===== src/rtl/imm_gen_stage_pkg.sv =====
// Shared opcodes, funct3 codes and immediate kind codes
// for the immediate-generation stage.
package imm_gen_stage_pkg;

  localparam logic [6:0] OPC_LOAD   = 7'b0000011;
  localparam logic [6:0] OPC_OP_IMM = 7'b0010011;
  localparam logic [6:0] OPC_AUIPC  = 7'b0010111;
  localparam logic [6:0] OPC_STORE  = 7'b0100011;
  localparam logic [6:0] OPC_LUI    = 7'b0110111;
  localparam logic [6:0] OPC_BRANCH = 7'b1100011;
  localparam logic [6:0] OPC_JALR   = 7'b1100111;
  localparam logic [6:0] OPC_JAL    = 7'b1101111;
  localparam logic [6:0] OPC_SYSTEM = 7'b1110011;
  localparam logic [6:0] OPC_OP_V   = 7'b1010111;

  localparam logic [2:0] F3_OPIVI = 3'b011;
  localparam logic [2:0] F3_OPCFG = 3'b111;

  typedef enum logic [3:0] {
    K_NONE    = 4'd0,
    K_I       = 4'd1,
    K_S       = 4'd2,
    K_B       = 4'd3,
    K_U       = 4'd4,
    K_J       = 4'd5,
    K_Z       = 4'd6,
    K_VSIMM5  = 4'd7,
    K_VZIMM11 = 4'd8,
    K_VIZIMM  = 4'd9
  } kind_e;

endpackage


===== src/rtl/imm_gen_stage_if.sv =====
// Valid/ready bundle between decode, the immediate
// stage and operand select.
interface imm_gen_stage_if #(
  parameter int XLEN  = 32,
  parameter int TAG_W = 5
);
  logic             in_valid;
  logic             in_ready;
  logic [31:0]      in_instr;
  logic [TAG_W-1:0] in_tag;
  logic             out_valid;
  logic             out_ready;
  logic [XLEN-1:0]  out_imm;
  logic [XLEN-1:0]  out_aux;
  logic [3:0]       out_kind;
  logic [TAG_W-1:0] out_tag;

  modport slave (
    input  in_valid, in_instr, in_tag, out_ready,
    output in_ready, out_valid, out_imm, out_aux,
    output out_kind, out_tag
  );

  modport master (
    output in_valid, in_instr, in_tag, out_ready,
    input  in_ready, out_valid, out_imm, out_aux,
    input  out_kind, out_tag
  );
endinterface


===== src/rtl/imm_gen_stage_decode.sv =====
// Combinational immediate extraction for base and
// vector instruction formats.
module imm_decode_comb
  import imm_gen_stage_pkg::*;
#(
  parameter int XLEN    = 32,
  parameter int VEXT_EN = 1
) (
  input  logic [31:0]     instr,
  output logic [XLEN-1:0] imm,
  output logic [XLEN-1:0] aux,
  output kind_e           kind
);

  // Replicate bit w-1 of v into every higher bit.
  function automatic logic [XLEN-1:0] sx(
    input logic [31:0] v,
    input int          w
  );
    logic [XLEN-1:0] r;
    r = XLEN'(v);
    for (int b = 0; b < XLEN; b++) begin
      if (b >= w) r[b] = v[5'(w - 1)];
    end
    return r;
  endfunction

  logic [6:0] opc;
  logic [2:0] f3;

  assign opc = instr[6:0];
  assign f3  = instr[14:12];

  // Select the immediate layout by opcode.
  always_comb begin
    imm  = '0;
    aux  = '0;
    kind = K_NONE;
    unique case (opc)
      OPC_OP_IMM, OPC_LOAD, OPC_JALR: begin
        kind = K_I;
        imm  = sx({20'b0, instr[31:20]}, 12);
      end
      OPC_SYSTEM: begin
        kind = K_Z;
        imm  = XLEN'(instr[19:15]);
      end
      OPC_STORE: begin
        kind = K_S;
        imm  = sx({20'b0, instr[31:25],
                   instr[11:7]}, 12);
      end
      OPC_BRANCH: begin
        kind = K_B;
        imm  = sx({19'b0, instr[31], instr[7],
                   instr[30:25], instr[11:8],
                   1'b0}, 13);
      end
      OPC_JAL: begin
        kind = K_J;
        imm  = sx({11'b0, instr[31],
                   instr[19:12], instr[20],
                   instr[30:21], 1'b0}, 21);
      end
      OPC_LUI, OPC_AUIPC: begin
        kind = K_U;
        imm  = sx({instr[31:12], 12'b0}, 32);
      end
      OPC_OP_V: begin
        if (VEXT_EN != 0) begin
          if (f3 == F3_OPIVI) begin
            kind = K_VSIMM5;
            imm  = sx({27'b0, instr[19:15]}, 5);
          end else if (f3 == F3_OPCFG) begin
            if (!instr[31]) begin
              kind = K_VZIMM11;
              imm  = XLEN'(instr[30:20]);
            end else if (instr[30]) begin
              kind = K_VIZIMM;
              imm  = XLEN'(instr[29:20]);
              aux  = XLEN'(instr[19:15]);
            end
          end
        end
      end
      default: ;
    endcase
  end

endmodule


===== src/rtl/imm_gen_stage.sv =====
// Registered immediate stage: decode, then a main
// register plus skid register behind valid/ready.
module imm_gen_stage
  import imm_gen_stage_pkg::*;
#(
  parameter int XLEN    = 32,
  parameter int VEXT_EN = 1,
  parameter int TAG_W   = 5
) (
  input logic      clock,
  input logic      reset,
  input logic      flush,
  imm_gen_stage_if.slave bus
);

  typedef struct packed {
    logic [XLEN-1:0]  imm;
    logic [XLEN-1:0]  aux;
    kind_e            kind;
    logic [TAG_W-1:0] tag;
  } ent_t;

  logic [XLEN-1:0] dec_imm;
  logic [XLEN-1:0] dec_aux;
  kind_e           dec_kind;
  ent_t            dec;
  ent_t            main_q;
  ent_t            skid_q;
  logic            main_v;
  logic            skid_v;
  logic            in_xfer;
  logic            out_xfer;

  imm_decode_comb #(
    .XLEN    (XLEN),
    .VEXT_EN (VEXT_EN)
  ) u_dec (
    .instr (bus.in_instr),
    .imm   (dec_imm),
    .aux   (dec_aux),
    .kind  (dec_kind)
  );

  assign dec = '{imm:  dec_imm,
                 aux:  dec_aux,
                 kind: dec_kind,
                 tag:  bus.in_tag};

  assign bus.in_ready  = !skid_v;
  assign in_xfer       = bus.in_valid & !skid_v;
  assign out_xfer      = main_v & bus.out_ready;

  assign bus.out_valid = main_v;
  assign bus.out_imm   = main_q.imm;
  assign bus.out_aux   = main_q.aux;
  assign bus.out_kind  = main_q.kind;
  assign bus.out_tag   = main_q.tag;

  // Two-entry FIFO: skid only fills while main stalls.
  always_ff @(posedge clock or posedge reset) begin
    if (reset) begin
      main_v <= 1'b0;
      skid_v <= 1'b0;
      main_q <= '0;
      skid_q <= '0;
    end else if (flush) begin
      main_v <= 1'b0;
      skid_v <= 1'b0;
    end else if (!main_v) begin
      if (in_xfer) begin
        main_v <= 1'b1;
        main_q <= dec;
      end
    end else if (out_xfer) begin
      if (skid_v) begin
        main_q <= skid_q;
        skid_v <= 1'b0;
      end else if (in_xfer) begin
        main_q <= dec;
      end else begin
        main_v <= 1'b0;
      end
    end else if (in_xfer) begin
      skid_v <= 1'b1;
      skid_q <= dec;
    end
  end

endmodule


===== src/flat_wrapper.sv =====
// flat-port wrapper written by rule: the top's interface ports become plain ports
module imm_gen_stage_flat import imm_gen_stage_pkg::*;
#(
  parameter int XLEN    = 32,
  parameter int VEXT_EN = 1,
  parameter int TAG_W   = 5
)
  (clock, reset, flush, bus_in_valid, bus_in_instr, bus_in_tag, bus_out_ready, bus_in_ready, bus_out_valid, bus_out_imm, bus_out_aux, bus_out_kind, bus_out_tag);
  imm_gen_stage_if #(.XLEN(XLEN), .TAG_W(TAG_W)) bus_i ();
  input logic clock;
  input logic reset;
  input logic flush;
  input wire logic [$bits(bus_i.in_valid)-1:0] bus_in_valid;
  input wire logic [$bits(bus_i.in_instr)-1:0] bus_in_instr;
  input wire logic [$bits(bus_i.in_tag)-1:0] bus_in_tag;
  input wire logic [$bits(bus_i.out_ready)-1:0] bus_out_ready;
  output wire logic [$bits(bus_i.in_ready)-1:0] bus_in_ready;
  output wire logic [$bits(bus_i.out_valid)-1:0] bus_out_valid;
  output wire logic [$bits(bus_i.out_imm)-1:0] bus_out_imm;
  output wire logic [$bits(bus_i.out_aux)-1:0] bus_out_aux;
  output wire logic [$bits(bus_i.out_kind)-1:0] bus_out_kind;
  output wire logic [$bits(bus_i.out_tag)-1:0] bus_out_tag;
  assign bus_i.in_valid = bus_in_valid;
  assign bus_i.in_instr = bus_in_instr;
  assign bus_i.in_tag = bus_in_tag;
  assign bus_i.out_ready = bus_out_ready;
  assign bus_in_ready = bus_i.in_ready;
  assign bus_out_valid = bus_i.out_valid;
  assign bus_out_imm = bus_i.out_imm;
  assign bus_out_aux = bus_i.out_aux;
  assign bus_out_kind = bus_i.out_kind;
  assign bus_out_tag = bus_i.out_tag;
  imm_gen_stage #(.XLEN(XLEN), .VEXT_EN(VEXT_EN), .TAG_W(TAG_W)) u_core (.clock(clock), .reset(reset), .flush(flush), .bus(bus_i));
endmodule

===== config.mk =====
export PLATFORM = sky130hd
export DESIGN_NAME = imm_gen_stage_flat
export DESIGN_NICKNAME = d
export VERILOG_FILES = /design/src/rtl/imm_gen_stage_pkg.sv /design/src/rtl/imm_gen_stage_if.sv /design/src/rtl/imm_gen_stage_decode.sv /design/src/rtl/imm_gen_stage.sv /design/src/flat_wrapper.sv
export SDC_FILE = /design/constraint.sdc
export NUM_CORES = 1
export LEC_CHECK = 0
export ABC_CLOCK_PERIOD_IN_PS = 3600
export BUFFER_PORTS_ARGS = -buffer_cell sky130_fd_sc_hd__buf_4
export CORE_ASPECT_RATIO = 1.4
export CORE_MARGIN = 2
export CORE_UTILIZATION = 50
export CTS_BUF_LIST = sky130_fd_sc_hd__clkbuf_4 sky130_fd_sc_hd__clkbuf_8
export DETAILED_ROUTE_END_ITERATION = 8
export PLACE_DENSITY_LB_ADDON = 0.2
export SLEW_MARGIN = 20
export SYNTH_ARGS = -nofsm -noshare
export SYNTH_HDL_FRONTEND = slang
export SYNTH_SLANG_ARGS = --single-unit

===== constraint.sdc =====
create_clock -name clock -period 3.6 [get_ports clock]
set_input_delay 0.36 -clock clock [delete_from_list [all_inputs] [get_ports clock]]
set_output_delay 0.36 -clock clock [all_outputs]
set_load 0.02 [all_outputs]

==> out/qor.yml, run 1 <==
outcome:
  status: "completed"
sta:
  hold_ws_ps: 110
  finalCritPeriodShare: 0.640
  clock_skew_ps: 4.32
  fmax_ghz: 0.434
  worstMarginPinSlew_ps: 900
  fin_tns_setup_ps: 0
  slew_headroom: 0.400
  maxSlewViolCount: 0
  rsz0062_at_grt: "false"
  setup_ws_ps: 1300
  setup_violations: 0
  period_needed_ps: 2300
  finalHoldViolCount: 0
place:
  dpl-instance-area_sq_um: 6060
  io_buffer_count: 116
  place_congestion: 0.838
  placedCellCount: 723
  place_ws_ps: 1310
  dp_hpwl_um: 9310
critical_path:
  max_stage_delay_ps: 700
  regToRegStartpoint: "u_core.bus.out_valid"
  end_kind: "flip-flop"
  worstPathCellList: "a21oi_2 -> nor2b_1 -> buf_4 -> and2_1 -> a21oi_1"
  start_kind: "flip-flop"
  critical_path_buf_inv_count: 1
  crit_arrival_ps: 2560
  crit_type: "flip-flop to flip-flop"
  required_ps: 3860
  path_delay_family: "simple AND/OR/NAND/NOR gates"
  crit_start: "u_core.bus.out_valid"
  cp_slowest_cell: "and2_1"
  crit_fanout: 19
route:
  wl_um: 13500
  vias: 4321
  antenna_left: 0
  drtIter0Drc: 291
  remaining_drc_errors: 0
  via_per_inst: 5.73
  drt-pass1-iter-count: 5
  wl_per_cell_um: 18.0
finish:
  final_common_cell: "buf_4"
  finalNetCount: 649
  final_cell_mix: "buf_4, dfrtp_1, a21oi_1"
  post-route-util: 0.656
  syn2layout_area_growth_pct: 27.1
  final_cells: 754
  finish.instance_area_sq_um: 6490
  drive_above_1_share: 0.273
  antenna_cells: 0
clock_tree:
  cts_made_buffers: 17
  cts_tree: "done"
  cts_root_buf: "clkbuf_8"
  clkTransAtPathRegs_ps: 70
  cts_setup_buffers: 0
  cts_max_path_buffers: 2
  cts_max_level: 4
  hold_buffers: 0
  cts.sinks: 121
  ctsResizeCount: 0
  clock_latency_ps: 420
global_route:
  grt_pass1_wl_um: 21600
  grt_pass1_vias: 4359
  grt_usage: 0.259
  grt_max_degree: 74
  grt_overflow: 0
  grt_antenna_before_repair: 0
synth:
  synth_top_area_frac: 0.593
  syn-cell-area_sq_um: 5100
  yosys-top-cells-area: "dfrtp_1, a21oi_1, o22ai_1, nor2b_1, nand2_1"
  yosysSeqAreaShare: 0.593
  synth_nets: 541
  yosys.cell_types.count: 45
  ys_ff_latch: 121
  synth_warnings: 0
  netlist.top_cell.by_area: "dfrtp_1"
  avgSynthCellArea_sq_um: 10.2
  synthCells: 499
floorplanning:
  core_area_sq_um: 9900
  rows: 43
  dieArea_sq_um: 11000
  fp.dieH_um: 124
  die_w_um: 89.4
  start_util: 0.516
  num_io_pins: 117
pwr:
  powerDensity_nw_per_um2: 563
  power.leakage_nw: 3.03
  peakVddDrop_mv: 0.320
  total_power_mw: 3.65
min_path:
  min_path_type: "input port to async pin"
job:
  cap_violations: 0
==> cells by family (layout without fill, tap and decap cells) <==
kind of cell,count (synthesis),after routing,synth area share
buffers and inverters,40,160,0.0392
muxes,2,2,0.00417
DFF,121,121,0.593
AOI/OAI and AO/OA,177,177,0.202
and+or+nand+nor,159,159,0.161
==> layer usage <==
layer | vias up | GRT usage | share of wire
li1 | 1994 | - | -
met3 | 25 | 0.0621 | 0.063
met1 | 2119 | 0.338 | 0.40
met4 | 0 | 0.120 | 0.028
met2 | 183 | 0.407 | 0.51
met5 | - | 0 | 0
==> flip-flops by register name (all words and copies together) (netlist names) <==
name                  flops
u_core.skid_q            46
u_core.bus.out_tag        5
u_core.bus.out_kind       4
u_core.bus.out_imm       32
u_core.bus.out_aux       32
u_core.skid_v             1
u_core.bus.out_valid      1
==> path summary, 6_finish.rpt <==
kind / endpoint / slack, ps / cells past startpoint
worst min-delay path: u_core.bus.out_aux[27] / 110 / 2
worst max register to register: u_core.bus.out_imm[18] / 1300 / 5
worst max-delay path: u_core.bus.out_imm[18] / 1300 / 5
max in group asynchronous: u_core.bus.out_imm[10] / 2720 / 3
min in group clock: u_core.skid_v / 140 / 2
worst min register to register: u_core.skid_q[4] / 480 / 2
==> area by class of cell <==
| class | instances | area (sq um) |
|---|---|---|
| Tap cell | 135 | 169 |
| Timing Repair Buffer | 124 | 956 |
| Multi-Input combinational cell | 338 | 1890 |
| Fill cell | 829 | 3410 |
| Clock inverter | 7 | 114 |
| Inverter | 5 | 21.3 |
| Sequential cell | 121 | 3030 |
| Clock buffer | 24 | 312 |
==> where the power goes <==
| part | total (mW) | switching (mW) | internal, mW |
|---|---|---|---|
| clock | 1.27 | 0.495 | 0.777 |
| combinational | 0.682 | 0.393 | 0.289 |
| sequential | 1.70 | 0.126 | 1.57 |
==> Yosys cell counts (all sizes together) <==
cell,instances
nand4bb,2
nor2b,31
a222oi,1
mux2,1
and3,4
nand2,46
nand4b,2
and4b,1
o21ai,13
o31a,2
nor4b,1
clkbuf,18
a31oi,13
buf,17
o2bb2ai,1
a221oi,4
a21boi,1
o22ai,45
and2,4
nand3,3
nor3,6
nor2,47
or2,1
mux2i,1
a22o,1
a22oi,1
or3,4
a211oi,3
dfrtp,121
and4bb,1
nand3b,3
a21oi,90
nand2b,3
inv,5
o211ai,2
No activity file was read; power rests on OpenSTA's default activity.
==> run 2, diff against run 1 <==
--- a/config.mk
+++ b/config.mk
@@ -5,11 +5,11 @@
 export SDC_FILE = /design/constraint.sdc
 export NUM_CORES = 1
 export LEC_CHECK = 0
-export ABC_CLOCK_PERIOD_IN_PS = 3600
+export ABC_CLOCK_PERIOD_IN_PS = 2250
 export BUFFER_PORTS_ARGS = -buffer_cell sky130_fd_sc_hd__buf_4
 export CORE_ASPECT_RATIO = 1.4
 export CORE_MARGIN = 2
-export CORE_UTILIZATION = 50
+export CORE_UTILIZATION = 55
 export CTS_BUF_LIST = sky130_fd_sc_hd__clkbuf_4 sky130_fd_sc_hd__clkbuf_8
 export DETAILED_ROUTE_END_ITERATION = 8
 export PLACE_DENSITY_LB_ADDON = 0.2
==> constraint.sdc (replaced) <==
create_clock -name clock -period 2.25 [get_ports clock]
set_input_delay 0.225 -clock clock [delete_from_list [all_inputs] [get_ports clock]]
set_output_delay 0.225 -clock clock [all_outputs]
set_load 0.02 [all_outputs]
==> run 2 against run 1 <==
Clock power grew 45%; largest cell class unchanged; cell count shrank 1.7%; sequential cell count unchanged; cell area increased by 0.94%; clock skew is 2.4 ps higher; global-route usage rose by 2.1 points; wire length decreased by 2.3%; sequential share of layout area fell by 0.44 points; die area down 8.7%; highest routed layer unchanged; critical path depth stayed put.
==> out/qor.yml, run 2 (same netlist as run 1, synthesis figures left out) <==
floorplanning:
  start_util: 0.565  # +0.0497
  num_io_pins: 117  # unchanged
  die_w_um: 85.4  # -4.4%
  core_area_sq_um: 9030  # -8.8%
  fp.dieH_um: 118  # -4.5%
  dieArea_sq_um: 10100  # -8.7%
  rows: 41  # -4.7%
finish:
  regMostFlops: "u_core.skid_q"
  antenna_cells: 0  # unchanged
  final_cell_mix: "buf_4, dfrtp_1, a21oi_1"
  finalNetCount: 663  # +2.2%
  largest_register_ff_count: 46  # unchanged
  final_common_cell: "buf_4"
  syn2layout_area_growth_pct: 28.3
  post-route-util: 0.726  # +0.0700
  drive_above_1_share: 0.276  # +0.00300
sta:
  fin_tns_setup_ps: 0  # unchanged
  clock_skew_ps: 6.67  # +2.35 ps
  worstMarginPinSlew_ps: 656  # -244 ps
  setup_violations: 0  # unchanged
  maxSlewViolCount: 0  # unchanged
  slew_headroom: 0.563  # +0.162
  period_needed_ps: 1960  # -340 ps
  finalHoldViolCount: 0  # unchanged
  fmax_ghz: 0.509  # +17%
  rsz0062_at_grt: "false"
  hold_ws_ps: 65.6  # -44.2 ps
  finalCritPeriodShare: 0.873  # +0.233
pwr:
  total_power_mw: 5.66  # +55%
  power_switching_mw: 1.78  # +75%
  p_clk_frac: 0.324  # -0.024
  pwr-share-seq: 0.481  # +0.016
  peakVddDrop_mv: 0.789  # +150%
  powerDensity_nw_per_um2: 864  # +54%
  power.leakage_nw: 3.05  # +0.73%
  swShare: 0.314  # +0.0362
  power_frac_comb: 0.195  # +0.008
  p_int_mw: 3.89  # +47%
place:
  dp_hpwl_um: 9200  # -1.2%
  place_congestion: 0.865  # +3.3%
  io_buffer_count: 116  # unchanged
critical_path:
  required_ps: 2550  # -1310 ps
  crit_arrival_ps: 2260  # -300 ps
  rrSetupSlack_ps: 290  # -1010 ps
  end_kind: "flip-flop"
  rr_endpoint: "u_core.bus.out_imm[9]"
  crit_fanout: 11  # -8
  start_kind: "flip-flop"
  rr_worst_depth: 5  # unchanged
  regToRegStartpoint: "u_core.skid_v"
  crit_type: "flip-flop to flip-flop"
route:
  vias: 4297  # -0.56%
  drt-pass1-iter-count: 5  # unchanged
  antenna_left: 0  # unchanged
  via_per_inst: 5.80  # +1.2%
  wl_per_cell_um: 17.8  # -0.59%
  wl_um: 13200  # -2.3%
  remaining_drc_errors: 0  # unchanged
  drtIter0Drc: 316  # +8.6%
global_route:
  grt_pass1_vias: 4455  # +2.2%
  grt_pass1_wl_um: 22300  # +3.0%
  grt_usage: 0.281  # +0.0213
  grt_antenna_before_repair: 0  # unchanged
  grt_overflow: 0  # unchanged
  grt_max_degree: 122  # +65%
clock_tree:
  cts.sinks: 121  # unchanged
  cts_tree: "done"
  clock_latency_ps: 440  # +20 ps
  cts_setup_buffers: 0  # unchanged
  clkTransAtPathRegs_ps: 80  # about the same
  cts_root_buf: "clkbuf_8"
  cts_made_buffers: 17  # unchanged
  cts_max_path_buffers: 2  # unchanged
  hold_buffers: 9  # +9
  ctsResizeCount: 0  # unchanged
  cts_max_level: 4  # unchanged
min_path:
  min_path_cells: 3
  hp-start: "bus_in_instr[26]"
  whs_endpoint: "u_core.skid_q[47]"
  min_path_type: "input port to flip-flop"
job:
  cap_violations: 0  # unchanged
outcome:
  status: "completed"
run 2: area by class of cell:
class                   instances  area [sq um]
clock inverters                15           146
repair buffers                138          1100
flip-flops and latches        121          3030
inverters                       5          22.5
clock buffers                  17           234
well taps                     107           134
fillers                       700          2480
multi-input cells             338          1890
run 2: power by group through the flow:
stage                     Clock (mW)  Sequential [mW]  Combinational (mW)
after floorplan                    0             2.90               0.445
after CTS                       1.86             2.72                1.11
after detailed placement           0             2.76                1.10
final                           1.84             2.72                1.10
after global routing            1.97             2.76                1.21
after global placement             0             2.74                1.06
run 2: critical path: stages, from the launching register on:
cell	delay, ps
dfrtp_1	410
inv_1	80
nand2_1	300
nor2b_1	350
nor2b_1	550
a21oi_1	130
run 2: metrics by stage:
| stage | worst slack [ps] | std cells | cell area [sq um] |
|---|---|---|---|
| floorplan | 439 | 499 | 5110 |
| finish | 287 | 741 | 6550 |
| detailed placement | 286 | 700 | 6080 |
| global route | 79.7 | 741 | 6550 |
| global placement | 339 | 700 | 6080 |
| CTS | 297 | 741 | 6550 |
run 2: routing by layer:
| layer | routed length [um] | share of wire | GRT usage | vias up |
|---|---|---|---|---|
| met4 | 317 | 0.024 | 0.0982 | 0 |
| met3 | 830 | 0.063 | 0.0771 | 24 |
| met5 | 0 | 0 | 0 | - |
| met2 | 6450 | 0.49 | 0.428 | 159 |
| li1 | - | - | - | 2035 |
| met1 | 5620 | 0.43 | 0.387 | 2079 |
run 2: worst max path at each step:
stage	from	endpoint	slack [ps]	depth (start not counted)
6_report	u_core.skid_v	u_core.bus.out_imm[9]	290	5
5_1_grt	u_core.skid_v	u_core.bus.out_imm[6]	80	5
4_1_cts	u_core.skid_v	u_core.bus.out_imm[9]	300	5
3_5_place_dp	bus_in_instr[5]	u_core.bus.out_imm[9]	290	6
3_3_place_gp	bus_in_instr[5]	u_core.bus.out_imm[5]	340	6
2_1_floorplan	u_core.bus.out_valid	u_core.bus.out_imm[0]	440	6
